## src/rtl/sort_pkg.sv

```systemverilog
// Shared types and default sizing for the sequential sorter.
package sort_pkg;
  localparam int W_DEFAULT = 4;
  localparam int N_DEFAULT = 4;

  typedef enum logic [1:0] {
    IDLE = 2'd0,
    SORT = 2'd1,
    DONE = 2'd2
  } state_t;
endpackage

```

## src/rtl/seq_sort_if.sv

```systemverilog
// Input/output vector handshake bundle for seq_sort_ctrl.
interface seq_sort_if
  import sort_pkg::*;
#(
  parameter int W = W_DEFAULT,
  parameter int N = N_DEFAULT
);
  logic [N*W-1:0] in_data;
  logic           in_valid;
  logic           in_ready;
  logic [N*W-1:0] out_data;
  logic           out_valid;
  logic           out_ready;
  logic           busy;

  modport master (
    output in_data, in_valid, out_ready,
    input  in_ready, out_data, out_valid, busy
  );

  modport slave (
    input  in_data, in_valid, out_ready,
    output in_ready, out_data, out_valid, busy
  );
endinterface

```

## src/rtl/compare_swap.sv

```systemverilog
// Unsigned compare-swap: larger value on hi, smaller on lo; ties keep a on hi.
module compare_swap #(
  parameter int W = 4
) (
  input  logic [W-1:0] a,
  input  logic [W-1:0] b,
  output logic [W-1:0] hi,
  output logic [W-1:0] lo
);
  logic a_ge_b;

  assign a_ge_b = (a >= b);
  assign hi     = a_ge_b ? a : b;
  assign lo     = a_ge_b ? b : a;
endmodule

```

## src/rtl/seq_sort_ctrl.sv

```systemverilog
// Sequential insertion-network sorter sharing one compare-swap unit.
//   state | meaning
//   IDLE  | ready for a new vector
//   SORT  | one compare-swap on (k, k-1) per cycle
//   DONE  | result presented until out_ready
module seq_sort_ctrl
  import sort_pkg::*;
#(
  parameter int W = W_DEFAULT,
  parameter int N = N_DEFAULT
) (
  input  logic       clk,
  input  logic       rst_n,
  seq_sort_if.slave  bus
);
  localparam int            CW   = $clog2(N);
  localparam logic [CW-1:0] ONE  = CW'(1);
  localparam logic [CW-1:0] LAST = CW'(N - 1);

  state_t                state, state_nxt;
  logic [N-1:0][W-1:0]   line, line_nxt;
  logic [CW-1:0]         l, l_nxt;
  logic [CW-1:0]         k, k_nxt;
  logic [W-1:0]          cs_a, cs_b, cs_hi, cs_lo;
  logic                  accept;

  assign cs_a = line[k];
  assign cs_b = line[k - ONE];

  compare_swap #(.W(W)) u_cs (
    .a  (cs_a),
    .b  (cs_b),
    .hi (cs_hi),
    .lo (cs_lo)
  );

  assign bus.in_ready  = (state == IDLE);
  assign bus.out_valid = (state == DONE);
  assign bus.busy      = (state != IDLE);
  assign bus.out_data  = line;
  assign accept        = bus.in_valid && (state == IDLE);

  always_ff @(posedge clk or negedge rst_n) begin
    if (!rst_n) begin
      state <= IDLE;
      line  <= '0;
      l     <= ONE;
      k     <= ONE;
    end else begin
      state <= state_nxt;
      line  <= line_nxt;
      l     <= l_nxt;
      k     <= k_nxt;
    end
  end

  always_comb begin
    state_nxt = state;
    line_nxt  = line;
    l_nxt     = l;
    k_nxt     = k;
    case (state)
      IDLE: begin
        if (accept) begin
          line_nxt  = bus.in_data;
          l_nxt     = ONE;
          k_nxt     = ONE;
          state_nxt = SORT;
        end
      end
      SORT: begin
        line_nxt[k]       = cs_hi;
        line_nxt[k - ONE] = cs_lo;
        // walk k down to 1, then widen the sorted prefix by one element
        if (k > ONE) begin
          k_nxt = k - ONE;
        end else if (l < LAST) begin
          l_nxt = l + ONE;
          k_nxt = l + ONE;
        end else begin
          state_nxt = DONE;
        end
      end
      DONE: begin
        if (bus.out_ready) state_nxt = IDLE;
      end
      default: state_nxt = IDLE;
    endcase
  end
endmodule

```

## src/flat_wrapper.sv

```systemverilog
// flat-port wrapper written by rule: the top's interface ports become plain ports
module seq_sort_ctrl_flat import sort_pkg::*;
#(
  parameter int W = W_DEFAULT,
  parameter int N = N_DEFAULT
)
  (clk, rst_n, bus_in_data, bus_in_valid, bus_out_ready, bus_in_ready, bus_out_data, bus_out_valid, bus_busy);
  seq_sort_if #(.W(W), .N(N)) bus_i ();
  input  logic clk;
  input  logic rst_n;
  input wire logic [$bits(bus_i.in_data)-1:0] bus_in_data;
  input wire logic [$bits(bus_i.in_valid)-1:0] bus_in_valid;
  input wire logic [$bits(bus_i.out_ready)-1:0] bus_out_ready;
  output wire logic [$bits(bus_i.in_ready)-1:0] bus_in_ready;
  output wire logic [$bits(bus_i.out_data)-1:0] bus_out_data;
  output wire logic [$bits(bus_i.out_valid)-1:0] bus_out_valid;
  output wire logic [$bits(bus_i.busy)-1:0] bus_busy;
  assign bus_i.in_data = bus_in_data;
  assign bus_i.in_valid = bus_in_valid;
  assign bus_i.out_ready = bus_out_ready;
  assign bus_in_ready = bus_i.in_ready;
  assign bus_out_data = bus_i.out_data;
  assign bus_out_valid = bus_i.out_valid;
  assign bus_busy = bus_i.busy;
  seq_sort_ctrl #(.W(W), .N(N)) u_core (.clk(clk), .rst_n(rst_n), .bus(bus_i));
endmodule
```

## config.mk

```make
export PLATFORM = sky130hd
export DESIGN_NAME = seq_sort_ctrl_flat
export DESIGN_NICKNAME = d
export VERILOG_FILES = /design/src/rtl/sort_pkg.sv /design/src/rtl/seq_sort_if.sv /design/src/rtl/compare_swap.sv /design/src/rtl/seq_sort_ctrl.sv /design/src/flat_wrapper.sv
export SDC_FILE = /design/constraint.sdc
export NUM_CORES = 1
export LEC_CHECK = 0
export ABC_AREA = 1
export BUFFER_PORTS_ARGS = -buffer_cell sky130_fd_sc_hd__buf_2
export CAP_MARGIN = 10
export CORE_MARGIN = 5
export CORE_UTILIZATION = 30
export DETAILED_ROUTE_END_ITERATION = 8
export PLACE_DENSITY = 0.6
export SETUP_SLACK_MARGIN = 0.1
export SYNTH_ARGS = -nofsm -noshare
export SYNTH_HDL_FRONTEND = slang
export SYNTH_SLANG_ARGS = --single-unit
```

## constraint.sdc

```tcl
create_clock -name clk -period 4.4 [get_ports clk]
set_input_delay 0.66 -clock clk [delete_from_list [all_inputs] [get_ports clk]]
set_output_delay 0.66 -clock clk [all_outputs]
set_load 0.02 [all_outputs]
```

==> flow_summary.json, run 1 <==
{
  "yosysMostFrequentCell": "nand2_1",
  "grt_pass1_wl_mm": 9.860,
  "tritoncts": "built",
  "cts.path.max_buffers": 2,
  "rows": 29,
  "slew_headroom": 0.3008,
  "dieArea_um2": 8276,
  "synth.top_cells.by_count": "nand2_1 (97), nand3_1 (70), nor2_1 (39)",
  "end_kind": "flip-flop",
  "cts_sinks": 22,
  "fmax_mhz": 315.2,
  "avgSynthCellArea_um2": 6.428,
  "rsz0062_at_grt": "no",
  "first_global_vias": 2005,
  "core_um2": 6350,
  "ant_nets": 0,
  "fin_tns_setup_ps": 0,
  "synth_edf_count": 0,
  "start_kind": "flip-flop",
  "first_iter_violations": 188,
  "clkSlewWorstSetupHoldPaths_ps": 90,
  "critPathMaxFanout": 20,
  "antenna_found_initial": 0,
  "io_buffers": 38,
  "worst-setup-path-type": "flip-flop to flip-flop",
  "ctsResizeCount": 0,
  "die_h_um": 90.97,
  "postCtsSetupRepairBufs": 0,
  "start_util": 0.3098,
  "htreeDepth": 1,
  "synth_warnings": 0,
  "yosysSeqAreaShare": 0.2812,
  "drive_above_1_share": 0.2265,
  "worstSkewPairLatency_ps": 270,
  "finalWirelength_mm": 5.960,
  "grt_max_degree": 26,
  "status": "completed",
  "min_period_ps": 3173,
  "drt_pass1_iterations": 4,
  "synth.area.top_cells": "dfrtp_1 (25%), nand2_1 (19%), nand3_1 (18%)",
  "tightest_slew_ps": 1048,
  "hold_viol_final": 0,
  "vias": 2123,
  "die-width_um": 90.97,
  "globalplace.congestion": 0.9354,
  "synth_top_cell_by_area": "dfrtp_1",
  "areaGrowthSynthToFinish_pct": 14.95,
  "fin_nets": 370,
  "synth_ff_type": "dfrtp_1",
  "gr-total-overflow": 0,
  "grt_use_total": 0.1447,
  "synth_cells": 306,
  "ctsHoldBuffers": 0,
  "syn_area_um2": 1967,
  "synth_top_area_share": 0.2545,
  "async_reset_ff_frac": 1.000,
  "clock_skew_ps": 6.127,
  "maxCapViolCount": 0,
  "crit_required_ps": 4580,
  "n_antenna_cell": 0,
  "worstPathArrival_ps": 3350,
  "cts_made_buffers": 3,
  "dpl.hpwl_mm": 4.595,
  "ys_ff_latch": 22,
  "setup-violations-final": 0,
  "synth_cell_type_count": 27,
  "hold_class": "input pin to async pin",
  "synth_fp_nets": 335,
  "drc": 0,
  "wl_per_cell_um": 14.29,
  "clockRootBuffer": "clkbuf_8",
  "final_max_slew_viol_count": 0,
  "ios": 39,
  "final.period_utilization": 0.7211,
  "vias_per_cell": 5.091
}
[state kept, by name (all words and copies together) (netlist names)]
| name | cells |
|---|---|
| u_core.bus.out_data | 16 |
| u_core.k | 2 |
| u_core.l | 2 |
| u_core.state | 2 |
[path summary, 6_finish.rpt]
path                                  start                     end  slack (ps)  depth (start not counted)
worst min-delay path                  rst_n             u_core.l[1]         350                          1
max in group asynchronous             rst_n             u_core.k[0]        3690                          1
worst min register to register  u_core.l[1]             u_core.l[1]         540                          2
worst max register to register  u_core.k[0]  u_core.bus.out_data[2]        1230                         17
worst max-delay path            u_core.k[0]  u_core.bus.out_data[2]        1230                         17
min in group clk                u_core.l[1]             u_core.l[1]         540                          2
[layout by cell type (no fill, tap or decap), drive strengths merged]
master   Yosys  final
nor3         2      2
clkbuf       0      3
inv         21     21
nand4        1      1
ha           9      9
bufinv       0      1
or2          1      1
dfstp        2      2
a21oi        2      2
nand2      110    110
o2111ai      1      1
nand3       75     75
buf          9     39
o21ai       10     10
nor2        42     42
dfrtp       20     20
o21a         1      1
[critical path: stages, from the launching register on]
cell	delay [ps]
dfstp_2	750
inv_4	160
ha_1	400
inv_1	150
nand3_1	100
nand2_2	110
inv_1	50
ha_1	290
inv_1	60
nand2_1	40
nand2_1	50
nand2_1	40
nand2_1	260
nand3_1	220
nand3_1	120
nand3_1	120
nand2_1	110
nand2_1	50
[cell type report]
cell class | count | area (um^2)
clock buffer | 3 | 41.29
clock inverter | 1 | 30.03
fill | 676 | 4089
inverter | 21 | 81.33
multi-input combinational | 254 | 1261
sequential | 22 | 553.0
tap | 77 | 96.34
timing repair buffer | 39 | 197.7
[kinds of logic (layout without fill, tap and decap cells)]
logic type,count (synthesis),in the layout,share of synthesized area
buf+inv,30,64,0.07760
flops,22,22,0.2812
fa+ha+maj,9,9,0.05725
simple gates,231,231,0.5318
compound gates,14,14,0.05216
[layer usage]
metal  track usage  vias to the layer above  wire length, um
met3       0.01653                       13              272
met4       0.06968                        0              187
met1        0.1867                      958             2644
met5             0                        -                0
li1              -                     1067                -
met2        0.2398                       85             2855
[through the flow]
stage          hold WS, ps  utilization  worst slack, ps  instances  area (um^2)
6_report             350.3       0.3561             1227        417         2261
5_1_grt              390.1       0.3561            914.7        417         2261
4_1_cts              375.4       0.3561             1249        417         2261
3_5_place_dp         509.7       0.3448             1259        413         2190
3_3_place_gp         505.3       0.3448             1336        413         2190
2_1_floorplan        364.4            -             1696        306         1967
Power of run 1 is left out: the tool's default activity adds up to more than one toggle a clock period on the data nets, which glitch-free logic cannot reach.
==> run 2, diff against run 1 <==
PLACE_DENSITY = 0.61   (was 0.6)
clock period = 2.7 ns   (was 4.4 ns; I/O delays follow)
==> run 2 against run 1 <==
Critical path depth stayed put. Core utilization increased by 3.2 points. Non-clock buffer count grew 12. Flip-flop and latch count is the same. Die area is the same. Sequential share of layout area is 2.0 points lower.
==> flow_summary.json, run 2 (synthesized netlist as in run 1, its figures left out) <==
{
  "clock_skew_ps": 3.166,
  "min_period_ps": 2459,
  "cts_sinks": 22,
  "clockRootBuffer": "clkbuf_8",
  "grt_use_total": 0.1547,
  "worstSkewPairLatency_ps": 270,
  "core_um2": 6350,
  "globalplace.congestion": 0.9558,
  "vias_per_cell": 5.051,
  "crit_top_cell": "nand2_1",
  "fin_tns_setup_ps": 0,
  "final.period_utilization": 0.9106,
  "dieArea_um2": 8276,
  "worst-setup-path-type": "flip-flop to flip-flop",
  "dpl.hpwl_mm": 4.854,
  "dp_slack_ps": 111.3,
  "hold_viol_final": 0,
  "first_iter_violations": 133,
  "design_area_um2": 2465,
  "hold_class": "input pin to async pin",
  "finalWirelength_mm": 6.523,
  "drive_above_1_share": 0.2926,
  "tightest_slew_ps": 518.4,
  "final_common_cell": "nand2_1",
  "die_h_um": 90.97,
  "largest_reg_flops": 16,
  "antenna_found_initial": 0,
  "slew_headroom": 0.6544,
  "worstPathArrival_ps": 2620,
  "path_cells": "inv_4, ha_4, inv_2, nand3_1, nand2_2, inv_1, ha_1, inv_1, nand2_1, nand2_1, nand2_1, nand2_4, nand3_2, nand3_1, nand3_1, nand2_1, nand2_1",
  "rsz0062_at_grt": "yes",
  "start_kind": "flip-flop",
  "clkSlewWorstSetupHoldPaths_ps": 90,
  "cts_made_buffers": 3,
  "die-width_um": 90.97,
  "cts.path.max_buffers": 2,
  "critPathMaxFanout": 8,
  "maxCapViolCount": 0,
  "fmax_mhz": 406.7,
  "tritoncts": "built",
  "vias": 2167,
  "areaGrowthSynthToFinish_pct": 25.32,
  "slowest_stage": "dfstp_2",
  "htreeDepth": 1,
  "status": "completed",
  "placed_area_um2": 2257,
  "critPathMaxStageDelay_ps": 560,
  "gr-total-overflow": 0,
  "ctsHoldBuffers": 0,
  "rows": 29,
  "n_antenna_cell": 0,
  "wl_per_cell_um": 15.21,
  "setup_ws_ps": 241.4,
  "drt_pass1_iterations": 4,
  "grt_max_degree": 23,
  "fin_nets": 382,
  "crit_required_ps": 2870,
  "final_max_slew_viol_count": 0,
  "drc": 0,
  "setup-violations-final": 0,
  "ant_nets": 0,
  "start_util": 0.3098,
  "layout.cells.most_common_list": "nand2_1 (93), nand3_1 (66), nor2_1 (39)",
  "end_kind": "flip-flop",
  "grt_pass1_wl_mm": 10.54,
  "ios": 39,
  "io_buffers": 38,
  "first_global_vias": 2102
}
run 2: cell types whose count changed in the layout (fill, tap and decap cells not counted):
cell     before  now
nand3_4       1    3
buf_4         1   12
nand3_2       4    6
inv_2         3    5
ha_4          0    4
inv_1        17   15
nand2_2      13   14
nand2_4       0    3
nand2_1      97   93
ha_1          9    5
nand3_1      70   66
buf_6         0    1
run 2: routing by layer:
layer | GRT usage | vias up | wire length, um
met3 | 0.01074 | 13 | 380
li1 | - | 1090 | -
met5 | 0 | - | 0
met2 | 0.2446 | 67 | 3106
met1 | 0.2202 | 997 | 2903
met4 | 0.05868 | 0 | 133
run 2: worst max-delay path, delay by kind of cell, from the launching register on:
kind / cells / cell delay [ps]
and+or+nand+nor: 11 / 1020
buffers and inverters: 4 / 230
adders and majority gates: 2 / 550
DFF: 1 / 560
run 2: cell type report:
cell class	instances	area, um^2
Fill cell	673	3885
Multi-Input combinational cell	254	1371
Sequential cell	22	553.0
Timing Repair Buffer	51	291.5
Tap cell	77	96.34
Inverter	21	81.33
Clock buffer	3	41.29
Clock inverter	1	30.03
run 2: metrics by stage:
stage | util | cells | hold WS [ps]
after floorplan | - | 306 | 109.4
after global placement | 0.3555 | 420 | 417.1
after detailed placement | 0.3555 | 420 | 418.6
after CTS | 0.3714 | 428 | 123.8
after global routing | 0.3882 | 429 | 145.0
final | 0.3882 | 429 | 98.70
run 2: repair_timing:
action,4_1_cts,5_1_grt
gates resized for setup,0,18
setup endpoints to repair,6,16
gates cloned,0,0
pin swaps,1,2
setup buffers,4,1
run 2: path summary, 6_finish.rpt:
kind,start,to,slack [ps],cells after the start
min reg2reg,u_core.l[1],u_core.l[1],530,2
max in group asynchronous,rst_n,u_core.k[0],2240,1
max reg2reg,u_core.k[0],u_core.bus.out_data[2],240,17
min,rst_n,u_core.l[1],100,1
min in group clk,bus_in_data[8],u_core.bus.out_data[8],460,5
max,u_core.k[0],u_core.bus.out_data[2],240,17
Power of run 2 is left out for the same reason.
